===== src/rtl/jtframe_dump_pkg.sv =====
// Frame-based dump scheduler: shared types and default widths.
// Imported by the scheduler top, its frame counter and its interface.
package jtframe_dump_pkg;

  localparam int DUMP_FW = 32;
  localparam int DUMP_LW = 16;
  localparam int DUMP_NW = 8;

  typedef enum logic [2:0] {
    ST_IDLE,
    ST_WAIT_DL,
    ST_WAIT_START,
    ST_CAPTURE,
    ST_HOLD,
    ST_DONE
  } state_t;

endpackage


===== src/rtl/jtframe_dump_sched_if.sv =====
// Control/status bundle between the game side and the dump scheduler.
// master drives arm/config/video, slave is the scheduler.
interface jtframe_dump_sched_if
  import jtframe_dump_pkg::*;
#(
  parameter int FW = DUMP_FW,
  parameter int LW = DUMP_LW,
  parameter int NW = DUMP_NW
);
  logic          vs;
  logic          downloading;
  logic          arm;
  logic          abort;
  logic          periodic;
  logic [FW-1:0] start_frame;
  logic [LW-1:0] win_len;
  logic [LW-1:0] period;
  logic [FW-1:0] frame_cnt;
  logic          dump_en;
  logic          dump_start;
  logic          dump_stop;
  logic          late;
  logic [NW-1:0] win_done;
  logic          busy;

  modport master (
    output vs, downloading, arm, abort,
    output periodic, start_frame, win_len, period,
    input  frame_cnt, dump_en, dump_start, dump_stop,
    input  late, win_done, busy
  );

  modport slave (
    input  vs, downloading, arm, abort,
    input  periodic, start_frame, win_len, period,
    output frame_cnt, dump_en, dump_start, dump_stop,
    output late, win_done, busy
  );
endinterface


===== src/rtl/jtframe_dump_fcnt.sv =====
// Frame counter: vs / downloading edge strobes and frame number.
// End of download restarts numbering at 0, overriding a same-cycle vs fall.
module jtframe_dump_fcnt
  import jtframe_dump_pkg::*;
#(
  parameter int FW = DUMP_FW
) (
  input  logic          clk,
  input  logic          rst_n,
  input  logic          vs_i,
  input  logic          dl_i,
  output logic          vs_fall_o,
  output logic          dl_fall_o,
  output logic          dl_rise_o,
  output logic [FW-1:0] frame_cnt_o
);
  logic          vs_l_q;
  logic          dl_l_q;
  logic [FW-1:0] cnt_q;
  logic [FW-1:0] cnt_d;

  assign vs_fall_o = vs_l_q & ~vs_i;
  assign dl_fall_o = dl_l_q & ~dl_i;
  assign dl_rise_o = ~dl_l_q & dl_i;
  assign frame_cnt_o = cnt_q;

  always_comb begin
    cnt_d = cnt_q;
    if (dl_fall_o)
      cnt_d = '0;
    else if (vs_fall_o)
      cnt_d = cnt_q + FW'(1);
  end

  always_ff @(posedge clk or negedge rst_n) begin
    if (!rst_n) begin
      vs_l_q <= 1'b1;
      dl_l_q <= 1'b0;
      cnt_q  <= '0;
    end else begin
      vs_l_q <= vs_i;
      dl_l_q <= dl_i;
      cnt_q  <= cnt_d;
    end
  end
endmodule


===== src/rtl/jtframe_dump_sched.sv =====
// Dump window scheduler: opens capture windows on frame boundaries,
// single-shot or periodic, suspended while a ROM download runs.
module jtframe_dump_sched
  import jtframe_dump_pkg::*;
#(
  parameter int FW = DUMP_FW,
  parameter int LW = DUMP_LW,
  parameter int NW = DUMP_NW
) (
  input logic clk,
  input logic rst_n,
  jtframe_dump_sched_if.slave bus
);
  logic          vs_fall;
  logic          dl_fall;
  logic          dl_rise;
  logic [FW-1:0] frame_cnt;

  state_t        state_q;
  logic          periodic_q;
  logic [FW-1:0] start_q;
  logic [LW-1:0] len_q;
  logic [LW-1:0] per_q;
  logic [LW-1:0] remain_q;
  logic [LW-1:0] gap_q;
  logic          en_q;
  logic          start_p_q;
  logic          stop_p_q;
  logic          late_q;
  logic [NW-1:0] done_q;

  jtframe_dump_fcnt #(.FW(FW)) u_fcnt (
    .clk         (clk),
    .rst_n       (rst_n),
    .vs_i        (bus.vs),
    .dl_i        (bus.downloading),
    .vs_fall_o   (vs_fall),
    .dl_fall_o   (dl_fall),
    .dl_rise_o   (dl_rise),
    .frame_cnt_o (frame_cnt)
  );

  assign bus.frame_cnt  = frame_cnt;
  assign bus.dump_en    = en_q;
  assign bus.dump_start = start_p_q;
  assign bus.dump_stop  = stop_p_q;
  assign bus.late       = late_q;
  assign bus.win_done   = done_q;
  assign bus.busy       = (state_q != ST_IDLE) && (state_q != ST_DONE);

  always_ff @(posedge clk or negedge rst_n) begin
    if (!rst_n) begin
      state_q    <= ST_IDLE;
      periodic_q <= 1'b0;
      start_q    <= '0;
      len_q      <= '0;
      per_q      <= '0;
      remain_q   <= '0;
      gap_q      <= '0;
      en_q       <= 1'b0;
      start_p_q  <= 1'b0;
      stop_p_q   <= 1'b0;
      late_q     <= 1'b0;
      done_q     <= '0;
    end else begin
      start_p_q <= 1'b0;
      stop_p_q  <= 1'b0;
      if (bus.abort) begin
        state_q  <= ST_IDLE;
        en_q     <= 1'b0;
        stop_p_q <= en_q;
      end else begin
        unique case (state_q)
          ST_IDLE, ST_DONE: begin
            if (bus.arm) begin
              periodic_q <= bus.periodic;
              start_q    <= bus.start_frame;
              len_q      <= bus.win_len;
              per_q      <= bus.period;
              late_q     <= frame_cnt > bus.start_frame;
              state_q    <= bus.downloading ? ST_WAIT_DL
                                            : ST_WAIT_START;
            end
          end
          ST_WAIT_DL: begin
            // counter restarts at 0, so nothing can be late now
            if (dl_fall) begin
              state_q <= ST_WAIT_START;
              late_q  <= 1'b0;
            end
          end
          ST_WAIT_START: begin
            if (dl_rise) begin
              state_q <= ST_WAIT_DL;
            end else if (vs_fall &&
                         (frame_cnt == start_q || late_q)) begin
              state_q   <= ST_CAPTURE;
              en_q      <= 1'b1;
              start_p_q <= 1'b1;
              remain_q  <= len_q;
            end
          end
          ST_CAPTURE: begin
            if (dl_rise) begin
              state_q  <= ST_WAIT_DL;
              en_q     <= 1'b0;
              stop_p_q <= 1'b1;
            end else if (vs_fall) begin
              if (remain_q == LW'(1)) begin
                stop_p_q <= 1'b1;
                if (~&done_q)
                  done_q <= done_q + NW'(1);
                if (periodic_q && per_q != '0) begin
                  state_q <= ST_HOLD;
                  gap_q   <= per_q;
                  en_q    <= 1'b0;
                end else if (periodic_q) begin
                  start_p_q <= 1'b1;
                  remain_q  <= len_q;
                end else begin
                  state_q <= ST_DONE;
                  en_q    <= 1'b0;
                end
              end else if (len_q != '0) begin
                remain_q <= remain_q - LW'(1);
              end
            end
          end
          ST_HOLD: begin
            if (dl_rise) begin
              state_q <= ST_WAIT_DL;
            end else if (vs_fall) begin
              if (gap_q == LW'(1)) begin
                state_q   <= ST_CAPTURE;
                en_q      <= 1'b1;
                start_p_q <= 1'b1;
                remain_q  <= len_q;
              end else begin
                gap_q <= gap_q - LW'(1);
              end
            end
          end
          default: state_q <= ST_IDLE;
        endcase
      end
    end
  end
endmodule


===== src/flat_wrapper.sv =====
// flat-port wrapper written by rule: the top's interface ports become plain ports
module jtframe_dump_sched_flat import jtframe_dump_pkg::*;
#(
  parameter int FW = DUMP_FW,
  parameter int LW = DUMP_LW,
  parameter int NW = DUMP_NW
)
  (clk, rst_n, bus_vs, bus_downloading, bus_arm, bus_abort, bus_periodic, bus_start_frame, bus_win_len, bus_period, bus_frame_cnt, bus_dump_en, bus_dump_start, bus_dump_stop, bus_late, bus_win_done, bus_busy);
  jtframe_dump_sched_if #(.FW(FW), .LW(LW), .NW(NW)) bus_i ();
  input logic clk;
  input logic rst_n;
  input wire logic [$bits(bus_i.vs)-1:0] bus_vs;
  input wire logic [$bits(bus_i.downloading)-1:0] bus_downloading;
  input wire logic [$bits(bus_i.arm)-1:0] bus_arm;
  input wire logic [$bits(bus_i.abort)-1:0] bus_abort;
  input wire logic [$bits(bus_i.periodic)-1:0] bus_periodic;
  input wire logic [$bits(bus_i.start_frame)-1:0] bus_start_frame;
  input wire logic [$bits(bus_i.win_len)-1:0] bus_win_len;
  input wire logic [$bits(bus_i.period)-1:0] bus_period;
  output wire logic [$bits(bus_i.frame_cnt)-1:0] bus_frame_cnt;
  output wire logic [$bits(bus_i.dump_en)-1:0] bus_dump_en;
  output wire logic [$bits(bus_i.dump_start)-1:0] bus_dump_start;
  output wire logic [$bits(bus_i.dump_stop)-1:0] bus_dump_stop;
  output wire logic [$bits(bus_i.late)-1:0] bus_late;
  output wire logic [$bits(bus_i.win_done)-1:0] bus_win_done;
  output wire logic [$bits(bus_i.busy)-1:0] bus_busy;
  assign bus_i.vs = bus_vs;
  assign bus_i.downloading = bus_downloading;
  assign bus_i.arm = bus_arm;
  assign bus_i.abort = bus_abort;
  assign bus_i.periodic = bus_periodic;
  assign bus_i.start_frame = bus_start_frame;
  assign bus_i.win_len = bus_win_len;
  assign bus_i.period = bus_period;
  assign bus_frame_cnt = bus_i.frame_cnt;
  assign bus_dump_en = bus_i.dump_en;
  assign bus_dump_start = bus_i.dump_start;
  assign bus_dump_stop = bus_i.dump_stop;
  assign bus_late = bus_i.late;
  assign bus_win_done = bus_i.win_done;
  assign bus_busy = bus_i.busy;
  jtframe_dump_sched #(.FW(FW), .LW(LW), .NW(NW)) u_core (.clk(clk), .rst_n(rst_n), .bus(bus_i));
endmodule

===== config.mk =====
export PLATFORM = sky130hd
export DESIGN_NAME = jtframe_dump_sched_flat
export DESIGN_NICKNAME = d
export VERILOG_FILES = /design/src/rtl/jtframe_dump_pkg.sv /design/src/rtl/jtframe_dump_sched_if.sv /design/src/rtl/jtframe_dump_fcnt.sv /design/src/rtl/jtframe_dump_sched.sv /design/src/flat_wrapper.sv
export SDC_FILE = /design/constraint.sdc
export NUM_CORES = 1
export LEC_CHECK = 0
export CAP_MARGIN = 0
export CORE_AREA = 2 2 127 153
export CTS_CLUSTER_SIZE = 28
export DETAILED_ROUTE_END_ITERATION = 10
export DIE_AREA = 0 0 129 155
export GPL_ROUTABILITY_DRIVEN = 0
export PLACE_DENSITY = 0.67
export SETUP_SLACK_MARGIN = 0.05
export SKIP_LAST_GASP = 1
export SYNTH_ARGS = -nofsm -noshare
export SYNTH_HDL_FRONTEND = slang
export SYNTH_SLANG_ARGS = --single-unit

===== constraint.sdc =====
create_clock -name clk -period 4.3 [get_ports clk]
set_input_delay 0.645 -clock clk [delete_from_list [all_inputs] [get_ports clk]]
set_output_delay 0.645 -clock clk [all_outputs]
set_load 0.03 [all_outputs]

; ---- Yosys cells after proc, flatten, opt, wreduce, memory -nomap -nowiden
; Cells that the tools add are included.
; Widths: inputs -> output; s select.
[word_totals]
output_inout_bits = 45
input_bits = 71
regBits = 146
[op_classes]
order_cmp = 1
n_bitwise = 9
eq_ne = 37
n_mux = 69
n_reduce_logical = 22
addsub = 4
[op_table]
columns = op, count
row1 = $mux 16, 18
row2 = $mux 32, 2
row3 = $pmux 16 s3, 1
row4 = $mux 3, 13
row5 = $add 32x1->32 const B, 1
row6 = $eq 16x1->1 const B, 2
row7 = $eq 32x32->1, 1
row8 = $gt 32x32->1, 1
row9 = $pmux 16 s2, 1
row10 = $reduce_bool 16->1, 2
row11 = $sub 16x1->16 const B, 2
row12 = $mux 1, 29
row13 = $ne 4x2->1 const B, 5
row14 = $reduce_and 9->1, 2
row15 = $reduce_and 8->1, 2
row16 = $ne 3x2->1 const B, 5
row17 = $ne 3x3->1 const B, 5
row18 = $pmux 3 s5, 1
row19 = $ne 2x1->1 const B, 7
row20 = $reduce_and 12->1, 1
row21 = $ne 2x2->1 const B, 5
row22 = $add 8x1->8 const B, 1
row23 = $eq 3x2->1 const B, 2
row24 = $eq 3x3->1 const B, 2
row25 = other kinds (18), 31

; ---- Logic depth before layout (Yosys ltp)
[logic_depth]
depth_word = 8
mapped_depth = 11
mapped_depth_nobuf = 9

; ---- By module
; Synthesis repeated with hierarchy kept, for this count alone.
[unflattened]
hier_cells = 857
area_unflattened_um2 = 8439.3
[modules_own_cells]
columns = mod, cells_each, seq_area_each_um2, instances, area_per_inst_um2
row1 = jtframe_dump_sched, 673, 2802.7, 1, 6677.7
row2 = jtframe_dump_fcnt, 184, 852.1, 1, 1761.7

; ---- Worst setup path after synthesis
; No wires, ideal clock.
[synth_path]
kind = register to register
from = register u_core.state_q[0]
to = register u_core.len_q[13]
path_slack_ns = 2.057
setup_ns = 0.125
n_path_buf = 3
stages_incl_launch_ff = 9
arrival_ns = 2.119
path_cell_list = dfrtp_1 > clkbuf_1 > xor2_1 > nor2_1 > inv_1 > nor3b_1 > buf_2 > buf_2 > mux2_2
[synth_between]
elab_chain_cells = 3
[synth_lines]
columns = item, line
row1 = from (decl), jtframe_dump_sched.sv:19  ; state_t state_q;
row2 = from (signal assigned), jtframe_dump_sched.sv:81  ; state_q <= bus.downloading ? ST_WAIT_DL
row3 = $eq 3x3->1 or $logic_not 3->1 (tied branches), jtframe_dump_sched.sv:73  ; unique case (state_q)
row4 = $reduce_or 2->1 (*), jtframe_dump_sched.sv:73
row5 = $reduce_and 3->1 (no source line) (*), n/a
row6 = to (signal assigned), jtframe_dump_sched.sv:78  ; len_q <= bus.win_len;
row7 = to (decl), jtframe_dump_sched.sv:22  ; logic [LW-1:0] len_q;
; Mark *: on every way between the ends. The rest lies on a longest branch, timed or not.
; A chain may end at the register's enable or synchronous reset.

; ---- Worst setup path in the final report
[layout_path]
from = register u_core.state_q[0]
to = register u_core.remain_q[8]
[layout_between]
elab_chain_cells = 3
[layout_lines]
columns = item, line
row1 = $eq 3x2->1 or $eq 3x3->1 (tied branches), jtframe_dump_sched.sv:73
row2 = "$ne 3x2->1 (no source line), or another cell as far along", n/a
row3 = $reduce_and 12->1 (no source line), n/a
row4 = to (signal assigned), jtframe_dump_sched.sv:100  ; remain_q <= len_q;
row5 = to (signal assigned), jtframe_dump_sched.sv:119  ; remain_q <= len_q;
row6 = to (signal assigned), jtframe_dump_sched.sv:125  ; remain_q <= remain_q - LW'(1);
row7 = to (decl), jtframe_dump_sched.sv:24  ; logic [LW-1:0] remain_q;
; Parallel ways exist; a longest one is shown, timed or not.

==> impl_metrics.tcl <==
set metrics [dict create \
    status "completed" \
    required_ps 4620 \
    cp_max_fo 32 \
    setup_violations 0 \
    finalPower_mw 5.22 \
    yosys-top-cells-area "dfrtp_1 (44%), mux2_2 (9.3%), ha_1 (5.8%)" \
    critPathLaunchType "flop" \
    start_util_pct 44.0 \
    synth.area.mux_share_pct 9.58 \
    insertion_delay_ps 430 \
    ir_drop_v 0.000307 \
    reg2reg_depth 8 \
    synth_cell_types 60 \
    finalMaxSlewViolations 0 \
    dr.pass1.iters 4 \
    worst_path_largest_cell_delay_ps 670 \
    routed_wl_um 20000 \
    grt_start_max_net_pins 106 \
    grt_first_pass_wirelength_um 33200 \
    tightest_slew_ps 997 \
    r2r_end "u_core.remain_q[8]" \
    fin_nets 1049 \
    yosys.area.top_type "dfrtp_1" \
    drive_gt1_share_pct 12.6 \
    dr_wl_met3_um 738 \
    antenna_found_initial 0 \
    synth_cells 829 \
    place_hpwl_um 14200 \
    hold_class "input pin to async pin" \
    fin_tns_setup_ps 0 \
    synth_xor_xnor_area_share_pct 7.26 \
    die_y_um 155 \
    synth.top_cell.area_share_pct 44.2 \
    cp_cell_sequence "nor2_1, nand2_1, nor2_1, a2111o_1, nand4_1, buf_4, a21oi_1, o22a_1" \
    synth_compound_area_share_pct 12.0 \
    critical_path_arrival_ps 3070 \
    syn-cell-area_um2 8200 \
    portBuffers 115 \
    ys_ff_latch 146 \
    cts_resized 0 \
    yosysWarnings 0 \
    pin_count 116 \
    die_w_um 129 \
    yosys.area_share.simple_pct 17.2 \
    synth.cells.most_frequent "dfrtp_1 (145), nor2_1 (89), mux2_2 (68)" \
    drt-initial-drc-count 524 \
    cts_setup_buffers 0 \
    cts_sinks 146 \
    dr_total_vias 6498 \
    period_minus_slack_ps 2750 \
    p_leak_nw 4.38 \
    hold_buffers 0 \
    critical_path_class "flop to flop" \
    finalHoldViolCount 0 \
    period_share_pct 63.9 \
    dieArea_um2 20000 \
    cp_common_cell "nor2_1" \
    area_growth_syn_to_layout_pct 24.5 \
    max_freq_ghz 0.364 \
    synthArstFlopShare_pct 100 \
    ys_seq_area_share_pct 44.6 \
    grtUsageTotal_pct 21.1 \
    synth-edff-count 0 \
    vias_per_cell 5.37 \
    clk_path_buf_depth 2 \
    yosys.cell_count.top_type "dfrtp_1" \
    avgRoutedWirePerCell_um 16.6 \
    clockRootBuffer "clkbuf_16" \
    cts_tree "yes" \
    cts_buffers 17 \
    post-route-drc-count 0 \
    clk_pin_slew_ps 60 \
    synth-adder-area-share_pct 5.80 \
    worst_r2r_startpoint "u_core.state_q[0]" \
    cpMaxStageDelayCell "nand2_1" \
    crit_path_end_kind "flop" \
    m1WireLength_um 8990 \
    synth_top_family_by_area "simple AND/OR/NAND/NOR gates" \
    max_slew_margin_pct 33.5 \
    rows 55 \
    cts_max_level 4 \
    finClkSkew_ps 8.10 \
    synth-main-ff-cell "dfrtp_1" \
    syn_avg_cell_area_um2 9.89 \
    core-area_um2 18600 \
    grt-ovfl-total 0 \
    cap_violations 0 \
    ant_nets 0 \
    grt_pass1_vias 6470 \
    syn_nets 938 \
    wl_met2_um 10000 \
    regToRegSetupSlack_ps 1550 \
    top_layer "met4" \
    rsz0062_at_grt "false" \
    power.density_nw_per_um2 510 \
    diodes 0 \
]
logic make-up (layout without fill, tap and decap cells):
group / count (synthesis) / in the layout
adders and majority gates: 38 / 38
DFF: 146 / 146
and+or+nand+nor: 270 / 270
xor gates and xnor gates: 68 / 68
muxes: 70 / 70
AOI/OAI and AO/OA: 162 / 162
buffers and inverters: 75 / 199
layout make-up:
| cell class | count | area (µm²) |
|---|---|---|
| Clock buffer | 22 | 464 |
| Fill cell | 1680 | 8430 |
| Multi-Input combinational cell | 608 | 4260 |
| Tap cell | 256 | 320 |
| Clock inverter | 10 | 131 |
| Timing Repair Buffer | 123 | 1220 |
| Sequential cell | 146 | 3650 |
| Inverter | 44 | 165 |
worst max-delay path, delay by kind of cell (launching register included):
kind,cells,cell delay [ps]
AOI/OAI and AO/OA,3,740
and+or+nand+nor,4,1000
DFF,1,600
buffers and inverters,1,300
through the flow:
stage          hold WS, ps  cell area, µm²  util [%]  cells  setup slack [ps]
4_1_cts                405           10200      54.8   1209              1570
3_3_place_gp           485            9620      51.6   1177              1360
5_1_grt                431           10200      54.8   1209              1350
3_5_place_dp           489            9620      51.6   1177              1320
2_1_floorplan          349            8200         -    829              2060
6_report               342           10200      54.8   1209              1550
worst max-delay path by stage:
| stage | startpoint | cells after the start | end |
|---|---|---|---|
| final | u_core.state_q[0] | 8 | u_core.remain_q[8] |
| after global routing | u_core.state_q[0] | 8 | u_core.remain_q[8] |
| after CTS | u_core.u_fcnt.frame_cnt_o[25] | 8 | u_core.remain_q[5] |
| after detailed placement | bus_start_frame[21] | 10 | u_core.bus.late |
| after global placement | bus_start_frame[21] | 10 | u_core.bus.late |
| after floorplan | u_core.state_q[0] | 8 | u_core.len_q[13] |
cell usage in the layout (no fill, tap or decap), drive strengths merged, types with 8 or more instances in the layout:
| cell | instances |
|---|---|
| nor2 | 92 |
| nand4 | 22 |
| nand2 | 46 |
| dfrtp | 145 |
| a22oi | 8 |
| clkdlybuf4s50 | 114 |
| o22ai | 8 |
| a21oi | 44 |
| xnor2 | 42 |
| a31oi | 8 |
| mux2 | 68 |
| xor2 | 26 |
| nor2b | 10 |
| clkbuf | 22 |
| buf | 9 |
| nand3 | 20 |
| inv | 45 |
| and3 | 10 |
| nor3 | 18 |
| ha | 38 |
| o21ai | 54 |
| nor4 | 18 |
power breakdown:
group | total [mW] | switching (mW) | internal, mW | leakage, nW
registers | 2.24 | 0.430 | 1.81 | 1.85
clock network | 1.52 | 0.582 | 0.939 | 0.294
logic | 1.45 | 0.681 | 0.772 | 2.24
total | 5.22 | 1.69 | 3.52 | 4.38
sequential cells by signal, indices dropped and copies added (netlist names):
| signal | flops |
|---|---|
| u_core.start_q | 32 |
| u_core.u_fcnt.frame_cnt_o | 32 |
| u_core.gap_q | 16 |
| u_core.len_q | 16 |
| u_core.per_q | 16 |
| u_core.remain_q | 16 |
| u_core.bus.win_done | 8 |
| u_core.state_q | 3 |
| u_core.bus.dump_en | 1 |
| u_core.bus.dump_start | 1 |
| u_core.bus.dump_stop | 1 |
| u_core.bus.late | 1 |
| u_core.periodic_q | 1 |
| u_core.u_fcnt.dl_l_q | 1 |
| u_core.u_fcnt.vs_l_q | 1 |
routing by layer:
layer  GRT usage (%)  vias up
met5               0        -
met4            6.21        0
met3            4.40       21
met2            35.0      149
met1            27.8     3149
li1                -     3179
Note: power is estimated with default switching activity, not from simulation.
